File: src/rtl/lcd_pkg.sv
// Shared constants and state encoding for the LCD message scheduler.
package lcd_pkg;

  localparam int LINE_W = 128;
  localparam logic [LINE_W-1:0] BLANK_LINE = 128'h2020_2020_2020_2020_2020_2020_2020_2020;

  typedef enum logic {
    ST_IDLE  = 1'b0,
    ST_DWELL = 1'b1
  } state_t;

endpackage

File: src/rtl/lcd_rr_arbiter.sv
// Combinational round-robin arbiter: first requester at or above ptr wins,
// wrapping past the highest source index back to 0.
module lcd_rr_arbiter #(
  parameter int N_SRC = 3,
  parameter int IDX_W = 2
) (
  input  logic [N_SRC-1:0] req,
  input  logic [IDX_W-1:0] ptr,
  output logic [N_SRC-1:0] win_onehot,
  output logic [IDX_W-1:0] win_idx,
  output logic             any
);

  always_comb begin
    logic [IDX_W-1:0] cand;
    win_onehot = '0;
    win_idx    = '0;
    any        = 1'b0;
    cand       = ptr;
    for (int k = 0; k < N_SRC; k++) begin
      if (!any && req[cand]) begin
        any              = 1'b1;
        win_idx          = cand;
        win_onehot[cand] = 1'b1;
      end
      cand = (cand == IDX_W'(N_SRC - 1)) ? '0 : cand + IDX_W'(1);
    end
  end

endmodule

File: src/rtl/lcd_msg_scheduler.sv
// Time-shares a 16x2 LCD among N_SRC frame sources: round-robin grant, then
// hold the granted frame for DWELL_CYCLES before arbitrating again.
module lcd_msg_scheduler
  import lcd_pkg::*;
#(
  parameter int N_SRC        = 3,
  parameter int DWELL_CYCLES = 50_000_000,
  parameter int CNT_W        = 32
) (
  input  logic                    clk,
  input  logic                    rst,
  input  logic [N_SRC-1:0]        req,
  input  logic [N_SRC*LINE_W-1:0] msg_line1,
  input  logic [N_SRC*LINE_W-1:0] msg_line2,
  output logic [N_SRC-1:0]        grant,
  output logic [LINE_W-1:0]       line1,
  output logic [LINE_W-1:0]       line2,
  output logic [2:0]              active_id,
  output logic                    busy
);

  localparam int IDX_W = $clog2(N_SRC);

  state_t             state_q, state_d;
  logic [CNT_W-1:0]   cnt_q, cnt_d;
  logic [IDX_W-1:0]   ptr_q, ptr_d;
  logic [N_SRC-1:0]   grant_q, grant_d;
  logic [LINE_W-1:0]  line1_q, line1_d;
  logic [LINE_W-1:0]  line2_q, line2_d;
  logic [2:0]         active_id_q, active_id_d;
  logic               busy_q, busy_d;

  logic [N_SRC-1:0]   win_onehot;
  logic [IDX_W-1:0]   win_idx;
  logic               any;

  logic [LINE_W-1:0]  src_l1 [N_SRC];
  logic [LINE_W-1:0]  src_l2 [N_SRC];

  for (genvar i = 0; i < N_SRC; i++) begin : g_unpack
    assign src_l1[i] = msg_line1[i*LINE_W +: LINE_W];
    assign src_l2[i] = msg_line2[i*LINE_W +: LINE_W];
  end

  lcd_rr_arbiter #(
    .N_SRC (N_SRC),
    .IDX_W (IDX_W)
  ) u_arb (
    .req        (req),
    .ptr        (ptr_q),
    .win_onehot (win_onehot),
    .win_idx    (win_idx),
    .any        (any)
  );

  always_comb begin
    state_d     = state_q;
    cnt_d       = cnt_q;
    ptr_d       = ptr_q;
    grant_d     = '0;
    line1_d     = line1_q;
    line2_d     = line2_q;
    active_id_d = active_id_q;
    case (state_q)
      ST_IDLE: begin
        if (any) begin
          grant_d     = win_onehot;
          line1_d     = src_l1[win_idx];
          line2_d     = src_l2[win_idx];
          active_id_d = 3'(win_idx);
          ptr_d       = (win_idx == IDX_W'(N_SRC - 1)) ? '0 : win_idx + IDX_W'(1);
          cnt_d       = CNT_W'(DWELL_CYCLES - 1);
          state_d     = ST_DWELL;
        end
      end
      ST_DWELL: begin
        // Requests are deliberately ignored here; the frame stays frozen.
        if (cnt_q == '0) state_d = ST_IDLE;
        else             cnt_d   = cnt_q - CNT_W'(1);
      end
    endcase
    busy_d = (state_d == ST_DWELL);
  end

  always_ff @(posedge clk) begin
    cnt_q <= cnt_d;
    if (rst) begin
      state_q     <= ST_IDLE;
      ptr_q       <= '0;
      grant_q     <= '0;
      line1_q     <= BLANK_LINE;
      line2_q     <= BLANK_LINE;
      active_id_q <= '0;
      busy_q      <= 1'b0;
    end else begin
      state_q     <= state_d;
      ptr_q       <= ptr_d;
      grant_q     <= grant_d;
      line1_q     <= line1_d;
      line2_q     <= line2_d;
      active_id_q <= active_id_d;
      busy_q      <= busy_d;
    end
  end

  assign grant     = grant_q;
  assign line1     = line1_q;
  assign line2     = line2_q;
  assign active_id = active_id_q;
  assign busy      = busy_q;

endmodule
File: config.mk
export PLATFORM = sky130hd
export DESIGN_NAME = lcd_msg_scheduler
export DESIGN_NICKNAME = d
export VERILOG_FILES = /design/src/rtl/lcd_pkg.sv /design/src/rtl/lcd_rr_arbiter.sv /design/src/rtl/lcd_msg_scheduler.sv
export SDC_FILE = /design/constraint.sdc
export NUM_CORES = 1
export LEC_CHECK = 0
export ABC_AREA = 1
export BUFFER_PORTS_ARGS = -buffer_cell sky130_fd_sc_hd__buf_2
export CORE_AREA = 5 5 399 401
export DETAILED_ROUTE_END_ITERATION = 7
export DIE_AREA = 0 0 404 406
export GPL_ROUTABILITY_DRIVEN = 0
export GPL_TIMING_DRIVEN = 1
export PLACE_DENSITY = 0.3
export SETUP_SLACK_MARGIN = 0.4
export SLEW_MARGIN = 20
export SYNTH_ARGS = -nofsm -noshare
export SYNTH_HDL_FRONTEND = slang
export SYNTH_SLANG_ARGS = --single-unit
File: constraint.sdc
create_clock -name clk -period 7.8 [get_ports clk]
set_input_delay 0.39 -clock clk [delete_from_list [all_inputs] [get_ports clk]]
set_output_delay 0.39 -clock clk [all_outputs]
set_load 0.05 [all_outputs]
* Yosys cells after proc, flatten, opt, wreduce, memory -nomap -nowiden
Index checks and enable logic that the tools add are counted.
** Word-level totals
- Output and inout bits :: 263
- Logic and storage cells :: 75
- Bits of input ports :: 773
- Register bits :: 296
** Cells by class
- Reduce and logical (&&, ||, !) cells :: 11
- Add/sub/neg operators :: 4
- Bitwise logic cells :: 5
- Muxes and demuxes :: 36
- Equal/unequal tests :: 5
- Magnitude comparators :: 7
** Operators with widths (count)
- 128-bit binary-select mux with 2-bit select :: 2
- 128-bit 2-to-1 mux :: 4
- 32-bit 2-to-1 mux :: 2
- 32-bit one-hot mux with 2 select lines :: 1
- 32-bit zero test :: 1
- 32-bit by 1-bit subtractor with 32-bit output (second input constant) :: 1
- 2-bit 2-to-1 mux :: 6
- 1-bit 2-to-1 mux :: 11
- 2-bit by 3-bit < comparator with 1-bit output (second input constant) :: 3
- 3-bit 2-to-1 mux :: 3
- 2-bit by 1-bit adder with 2-bit output (second input constant) :: 3
- 1-bit binary-select mux with 2-bit select :: 3
- 1-bit demux with 2-bit select :: 3
- 2-bit equality test (second input constant) :: 3
- 2-bit by 1-bit >= comparator with 1-bit output (second input constant) :: 3
- 3-bit OR :: 2
- 1-bit logical AND :: 5
- 2-bit inequality test (second input constant) :: 2
- 2-bit AND reduction :: 2
- 3-bit >= comparator (second input constant) :: 1
- 2-bit NOT with 3-bit output :: 1
- 3-bit OR reduction :: 1
- 1-bit zero test :: 2
- 1-bit NOT :: 2
- 1-bit one-hot mux with 2 select lines :: 1

* Logic depth before layout (Yosys ltp)
Gate-level depths: netlist (run 1).
- Depth after elaboration :: 13
- Gate-level depth with buffers :: 14
- Depth with buffers taken out :: 12

* Hierarchy
From an unflattened synthesis (run 1), not the netlist that was laid out.
** Unflattened totals
- Cell total of the unflattened synthesis :: 2171
- Area, all modules :: 15282.2 µm²
** Modules (own cells, without submodules)
- lcd_msg_scheduler :: seq. area each 6246.0 µm², times used 1, cells each 2130, area an instance 15048.2 µm²
- lcd_rr_arbiter :: seq. area each 0.0 µm², times used 1, cells each 41, area an instance 234.0 µm²

* Worst setup path after synthesis (run 1)
OpenSTA, ideal clock, no wires.
- Path kind :: flip-flop to flip-flop
- Start :: register, netlist name busy
- End :: register cnt_q[0] (enable)
- Arrival time :: 2.218 ns
- Buffers on the path :: 4
- Setup slack :: 5.103 ns
- Data required time :: 7.321 ns
- Setup time :: 0.479 ns
- Stages on the path, launching flop included :: 8
- Path through :: dfxtp_1 > clkbuf_1 > inv_2 > nand2_2 > buf_2 > buf_4 > buf_2 > nand2_1
** RTL lines
- end signal, assigned :: RTL line lcd_msg_scheduler.sv:86 : cnt_q <= cnt_d;
- end, declared :: RTL line lcd_msg_scheduler.sv:25 : logic [CNT_W-1:0] cnt_q, cnt_d;

* Worst setup path in the final report (run 1)
- Start :: register ptr_q[1]
- End :: register line2_q[99], in the netlist line2[99]
** On the way
- Longest elaborated chain between the ends :: 13
- Elaborated cells on any way between the ends :: 27
** RTL lines
- start, declared :: RTL line lcd_msg_scheduler.sv:26 : logic [IDX_W-1:0] ptr_q, ptr_d;
- start signal, assigned :: RTL line lcd_msg_scheduler.sv:97 : ptr_q <= ptr_d;
- branches (longest 13 deep; another with 2-bit by 1-bit adder with 2-bit output)
- end signal, assigned :: RTL line lcd_msg_scheduler.sv:100 : line2_q <= line2_d;
- end, declared :: RTL line lcd_msg_scheduler.sv:29 : logic [LINE_W-1:0] line2_q, line2_d;
Parallel ways; which one is timed is not known. The select of a mux whose other input is x is not followed.
A chain may end at the register's enable or synchronous reset.

==> metrics.txt, run 1 <==
outcome completed; clock root buffer sky130_fd_sc_hd__clkbuf_16; cell-by-cell trace of the critical path nor2_1 -> nand2_1 -> nand2_1 -> nor2_4 -> nand3_2 -> nand2_8 -> nor2_4 -> buf_12 -> nand3_1 -> nand4_1 -> dlygate4sd3_1; number of nets at the end of the flow 4498; area of the core 155300 µm²; Detailed Routing Iterations Pass 1 6; number of rows in the core area 145; combinational group share of total power 0.449; Placement Setup Slack 3.872 ns; TritonCTS clock tree yes; die boundary width 404 µm; via/cell ratio 3.844; final critical-path setup slack 3.878 ns; setup skew after layout 0.03282 ns; Design Area, Final 27150 µm²; clock power share 0.286; leakage power of the design 13.66 nW; final clock period utilization by the worst path 0.5028; cell count after placement 5575; synthesized-area fraction occupied by ao, oa, aoi and oai cells 0.07261; Critical Path Fanout Max 130; end-of-flow core utilization 0.1748; clock-pin slew reported for the worst setup and hold paths after clock tree synthesis 0.06 ns; RSZ-0062 raised after global routing no; vertical extent of the die 406 µm; ANT nets after route 0; DIE AREA 164000 µm²; non-filler cells in the finished layout 5849; Initial Util 0.1083; number of post-CTS setup repair buffers 0; commonest register cell after synthesis sky130_fd_sc_hd__dfxtp_1; data arrival time of the critical path 4.47 ns; global routing usage summed across all routing layers 0.1410; category of the worst setup path capture point flip-flop; minimum clock period after layout 3.922 ns; overall power 7.671 mW; sum of net half-perimeters after detailed placement 92580 µm; post-synth cell types 33; Post-Synthesis Net Count 3445; power per standard cell area 282.5 nW/µm²; post-cts hold buffer count 158; tightest hold margin 0.05999 ns; ys async rst share 0; count of max-cap constraint violations 0; net switching power of the design 3.631 mW; sequential cell fraction of total power 0.265; H-Tree Level Count 2; CP max-delay cell sky130_fd_sc_hd__nor2_4; netlist area before placement 16820 µm²; Setup TNS Final 0 ns; synthesis warning total 0; I/O Buffers 1034; layout cell share with drive strength beyond 1 0.3099; Gate Count Post-Synth 2671; adder and majority cell fraction of the synthesized area 0.0007440; slowest cell delay on critical path 0.77 ns; DRC violations left 0; total congestion overflow 0; Top Ports 1036; layout-stage area growth over the synthesis result 61.45%; transition at the pin with the smallest max-transition slack 1.108 ns; Worst Path Class, Setup reg -> reg; mux cell area share after synthesis 0; Avg Cell Area, Syn 6.296 µm²; setup violators final 0; Final Hold Viols 0; Data required, critical path 8.35 ns; count of vias placed by the detailed router 22480; normalized max-slew margin 0.2612; flops & latches, synth 296; clk sink count 296; startpoint class of the critical path flip-flop; pin count of the biggest net entering global routing 155; Resized Gates After CTS 0; number of global-route vias before repair 23260; area share of and/or/nand/nor cells after synthesis 0.4492; worst-case vdd ir drop 0.1486 mV; Routed wire per std cell 21.03 µm; drt total wl 123000 µm; sequential area share after synthesis 0.3714; clock buffer count from CTS 46; placed cell areas 23940 µm²; clk buf depth 3; Sw Share 0.4734; internal power summed over all cells 4.040 mW; top achievable clock speed 255.0 MHz; number of design-rule violations left by the first detailed-router iteration 1147; xor/xnor share of the synthesized area 0.002083; main combinational cell family by area after synthesis simple AND/OR/NAND/NOR gates; path type of the worst min-delay path in -> reg; final slew viol count 0; wire length of the first global-routing pass 168900 µm; initial antenna violation count 51; clock latency on the worst-skew pair 0.62 ns; EDFF count, synth 32
==> power groups by stage <==
stage	combinational, mW	clock (mW)	sequential [mW]
after floorplan	1.22	0	2.99
after global placement	3.39	0	2.06
after detailed placement	3.38	0	2.06
after CTS	3.52	2.32	2.03
after global routing	3.73	2.37	2.07
final	3.44	2.19	2.03
==> kinds of logic (layout without fill, tap and decap cells) <==
kind of cell    after synthesis  after routing
compound gates              241            241
xor+xnor                      4              4
fa+ha+maj                     1              1
buf+inv                     414           1505
flops                       296            296
other cells                   1             30
simple gates               1714           1714
==> registers in the layout, summed over array words and instances (netlist names) <==
name / flops
active_id: 2
busy: 1
cnt_q: 32
grant: 3
line1: 128
line2: 128
ptr_q: 2
==> area by class of cell <==
| type | count | area, µm² |
|---|---|---|
| timing repair buffer | 1225 | 7061 |
| inverter | 194 | 740.7 |
| tap | 2058 | 2575 |
| antenna | 29 | 72.57 |
| clock buffer | 59 | 1280 |
| sequential | 296 | 6246 |
| multi-input combinational | 1961 | 8915 |
| fill | 18220 | 128100 |
| clock inverter | 27 | 262.8 |
==> routing by layer <==
layer / routed length (µm) / vias to the layer above / GRT usage
li1: - / 10990 / -
met1: 49420 / 10540 / 0.1637
met2: 60680 / 760 / 0.2453
met3: 8815 / 179 / 0.04151
met4: 3986 / 14 / 0.05294
met5: 94 / - / 0
==> path summary, 6_finish.rpt <==
kind	depth (start not counted)	slack, ns	to	start
max	11	3.88	line2[99]	ptr_q[1]
min	3	0.06	line2[92]	msg_line2[92]
min reg2reg	2	0.44	active_id[0]	active_id[0]
max reg2reg	11	3.88	line2[99]	ptr_q[1]
==> placed cells by master (no fill, tap or decap), drive strengths merged, types with 3 or more instances in the layout <==
cell,count
buf,1067
nand2,673
nand3,453
nor2,379
dfxtp,264
a21oi,216
nand4,199
inv,196
dlygate4sd3,158
clkbuf,59
edfxtp,32
diode,29
clkinv,20
o21ai,19
bufinv,4
o211ai,3
nand3b,3
nor3,3
==> cells in the mapped netlist, drive strengths merged, types with 2 or more instances <==
master    n  area [µm²]
nand4   199        1245
nor4      2       12.51
xor2      2       17.52
nand2   673        2534
clkbuf   94       352.8
inv     194       728.2
nor3      3       15.01
o211ai    3       22.52
buf     126       663.1
a21oi   216        1081
nor2    379        1440
dfxtp   264        5285
xnor2     2       17.52
edfxtp   32       960.9
nand3b    3       22.52
o21ai    19       95.09
nand3   453        2272
==> critical path: cells and delay by family (launching register included) <==
kind	cells	cell delay (ns)
AND/OR/NAND/NOR	9	2.26
flip-flops	1	0.40
buffers and inverters	2	0.99
Power figures use the tool's default switching activity.
==> inputs of run 2 (changes only) <==
==> constraint.sdc (replaced) <==
create_clock -name clk -period 3.6 [get_ports clk]
set_input_delay 0.18 -clock clk [delete_from_list [all_inputs] [get_ports clk]]
set_output_delay 0.18 -clock clk [all_outputs]
set_load 0.05 [all_outputs]
==> run 2 against run 1 <==
Cell area rose by 19%. Sequential share of layout area fell by 3.7 points. Utilization rose by 3.3 points. Hold slack got worse by 0.0083 ns. Non-clock buffer count rose by 518. Critical path type unchanged. Largest power group unchanged. Highest routed layer unchanged.
==> metrics.txt, run 2 (same netlist as run 1, synthesis figures left out) <==
Setup TNS Final 0 ns; peak-usage layer in the global routing report met2; minimum clock period after layout 3.107 ns; vertical extent of the die 406 µm; initial antenna violation count 31; global-route track usage on met1 0.1689; number of rows in the core area 145; top achievable clock speed 321.9 MHz; startpoint class of the critical path flip-flop; normalized max-slew margin 0.3615; I/O Buffers 1034; area of the core 155300 µm²; clock-pin slew reported for the worst setup and hold paths after clock tree synthesis 0.06 ns; number of nets at the end of the flow 5015; most common library cell in the layout ignoring fill and taps sky130_fd_sc_hd__buf_2; worst-case vdd ir drop 0.3234 mV; sequential cell fraction of total power 0.255; H-Tree Level Count 2; Sw Share 0.4586; sum of net half-perimeters after detailed placement 94540 µm; most frequent cells in the layout sky130_fd_sc_hd__buf_2, sky130_fd_sc_hd__nand2_1, sky130_fd_sc_hd__dlygate4sd3_1; count of max-cap constraint violations 0; TritonCTS clock tree yes; path type of the worst min-delay path in -> reg; power per standard cell area 535.6 nW/µm²; global routing usage summed across all routing layers 0.1432; Data required, critical path 4.13 ns; non-filler cells in the finished layout 6348; category of the worst setup path capture point flip-flop; count of vias placed by the detailed router 24460; transition at the pin with the smallest max-transition slack 0.9577 ns; M2 GR Usage 0.2534; number of design-rule violations left by the first detailed-router iteration 1445; RSZ-0062 raised after global routing yes; clock power share 0.263; Worst Path Class, Setup reg -> reg; combinational group share of total power 0.482; setup violators final 0; internal power summed over all cells 9.369 mW; net switching power of the design 7.936 mW; final slew viol count 0; Final Hold Viols 0; overall power 17.31 mW; setup skew after layout 0.01989 ns; clk sink count 296; Critical Path Fanout Max 48; Top Ports 1036; final clock period utilization by the worst path 0.8630; leakage power of the design 15.66 nW; die boundary width 404 µm; DIE AREA 164000 µm²; pin count of the biggest net entering global routing 117; total congestion overflow 0; met3 global-route usage 0.03653; clk buf depth 3; clock latency on the worst-skew pair 0.60 ns; layout cell share with drive strength beyond 1 0.2820; clock buffer count from CTS 44; wire length of the first global-routing pass 175300 µm; Initial Util 0.1083; data arrival time of the critical path 3.63 ns; via/cell ratio 3.853; worst hold path depth 5; layout-stage area growth over the synthesis result 92.14%; clock root buffer sky130_fd_sc_hd__clkbuf_16; ANT nets after route 0; number of global-route vias before repair 25820; path depth of the worst reg2reg path 14; cell count after placement 5620; outcome completed; drt total wl 124800 µm; Routed wire per std cell 19.66 µm; DRC violations left 0; Detailed Routing Iterations Pass 1 7
-- run 2: changes by cell type in the layout (fill, tap and decap cells not counted), sizes merged --
cell | previous run | this run
clkinv | 20 | 7
clkinvlp | 1 | 0
bufinv | 4 | 2
nand2 | 673 | 674
diode | 29 | 17
clkbuf | 59 | 67
dlygate4sd3 | 158 | 629
buf | 1067 | 1114
-- run 2: worst max-delay path: stages (launching register included) --
cell and delay (ns):
sky130_fd_sc_hd__dfxtp_1 0.49, sky130_fd_sc_hd__inv_2 0.11, sky130_fd_sc_hd__nor2_1 0.28, sky130_fd_sc_hd__nand2_1 0.09, sky130_fd_sc_hd__nand3_1 0.12, sky130_fd_sc_hd__inv_1 0.07, sky130_fd_sc_hd__nand4_1 0.08, sky130_fd_sc_hd__buf_4 0.17
sky130_fd_sc_hd__buf_12 0.23, sky130_fd_sc_hd__buf_4 0.33, sky130_fd_sc_hd__nand4_1 0.15, sky130_fd_sc_hd__nand3_1 0.14, sky130_fd_sc_hd__nand2_1 0.06, sky130_fd_sc_hd__inv_1 0.05, sky130_fd_sc_hd__dlygate4sd3_1 0.54
-- run 2: area by class of cell --
type,count,area [µm²]
Timing Repair Buffer,1743,12310
Sequential cell,296,6246
Tap cell,2058,2575
Multi-Input combinational cell,1962,8932
Clock inverter,11,112.6
Antenna cell,17,42.54
Fill cell,17970,123000
Inverter,194,743.2
Clock buffer,67,1350
-- run 2: worst paths after layout --
path                startpoint            to  slack (ns)
setup reg to reg      ptr_q[0]    line2[120]        0.49
hold / removal    msg_line2[5]      line2[5]        0.05
setup / recovery      ptr_q[0]    line2[120]        0.49
hold reg to reg   active_id[0]  active_id[0]        0.45
-- run 2: stage by stage --
stage | setup slack, ns | util | area, µm² | hold slack [ns]
CTS | 0.4172 | 0.2075 | 32220 | 0.0001809
floorplan | 0.9035 | - | 16820 | 0.3061
global route | 0.2469 | 0.2079 | 32290 | 0.02033
detailed placement | 0.6367 | 0.1575 | 24460 | 0.3977
global placement | 0.6804 | 0.1575 | 24460 | 0.3936
finish | 0.4933 | 0.2081 | 32310 | 0.05173
-- run 2: power groups by stage --
| stage | combinational [mW] | clock, mW | sequential (mW) |
|---|---|---|---|
| after global placement | 7.54 | 0 | 4.47 |
| after detailed placement | 7.50 | 0 | 4.48 |
| after floorplan | 2.65 | 0 | 6.47 |
| final | 8.34 | 4.55 | 4.41 |
| after CTS | 8.45 | 4.79 | 4.42 |
| after global routing | 9.02 | 4.91 | 4.49 |
-- run 2: repair_timing --
item	4_1_cts	5_1_grt
endpoints found under the setup margin	0	93
hold buffers	629	0
endpoints found under the hold margin	256	0
buffers inserted	0	3
resized for setup	0	4
-- run 2: per-layer routing --
| layer | routed length [µm] | vias up |
|---|---|---|
| met2 | 61590 | 802 |
| met5 | 88 | - |
| li1 | - | 12000 |
| met3 | 8018 | 193 |
| met1 | 51360 | 11450 |
| met4 | 3767 | 16 |
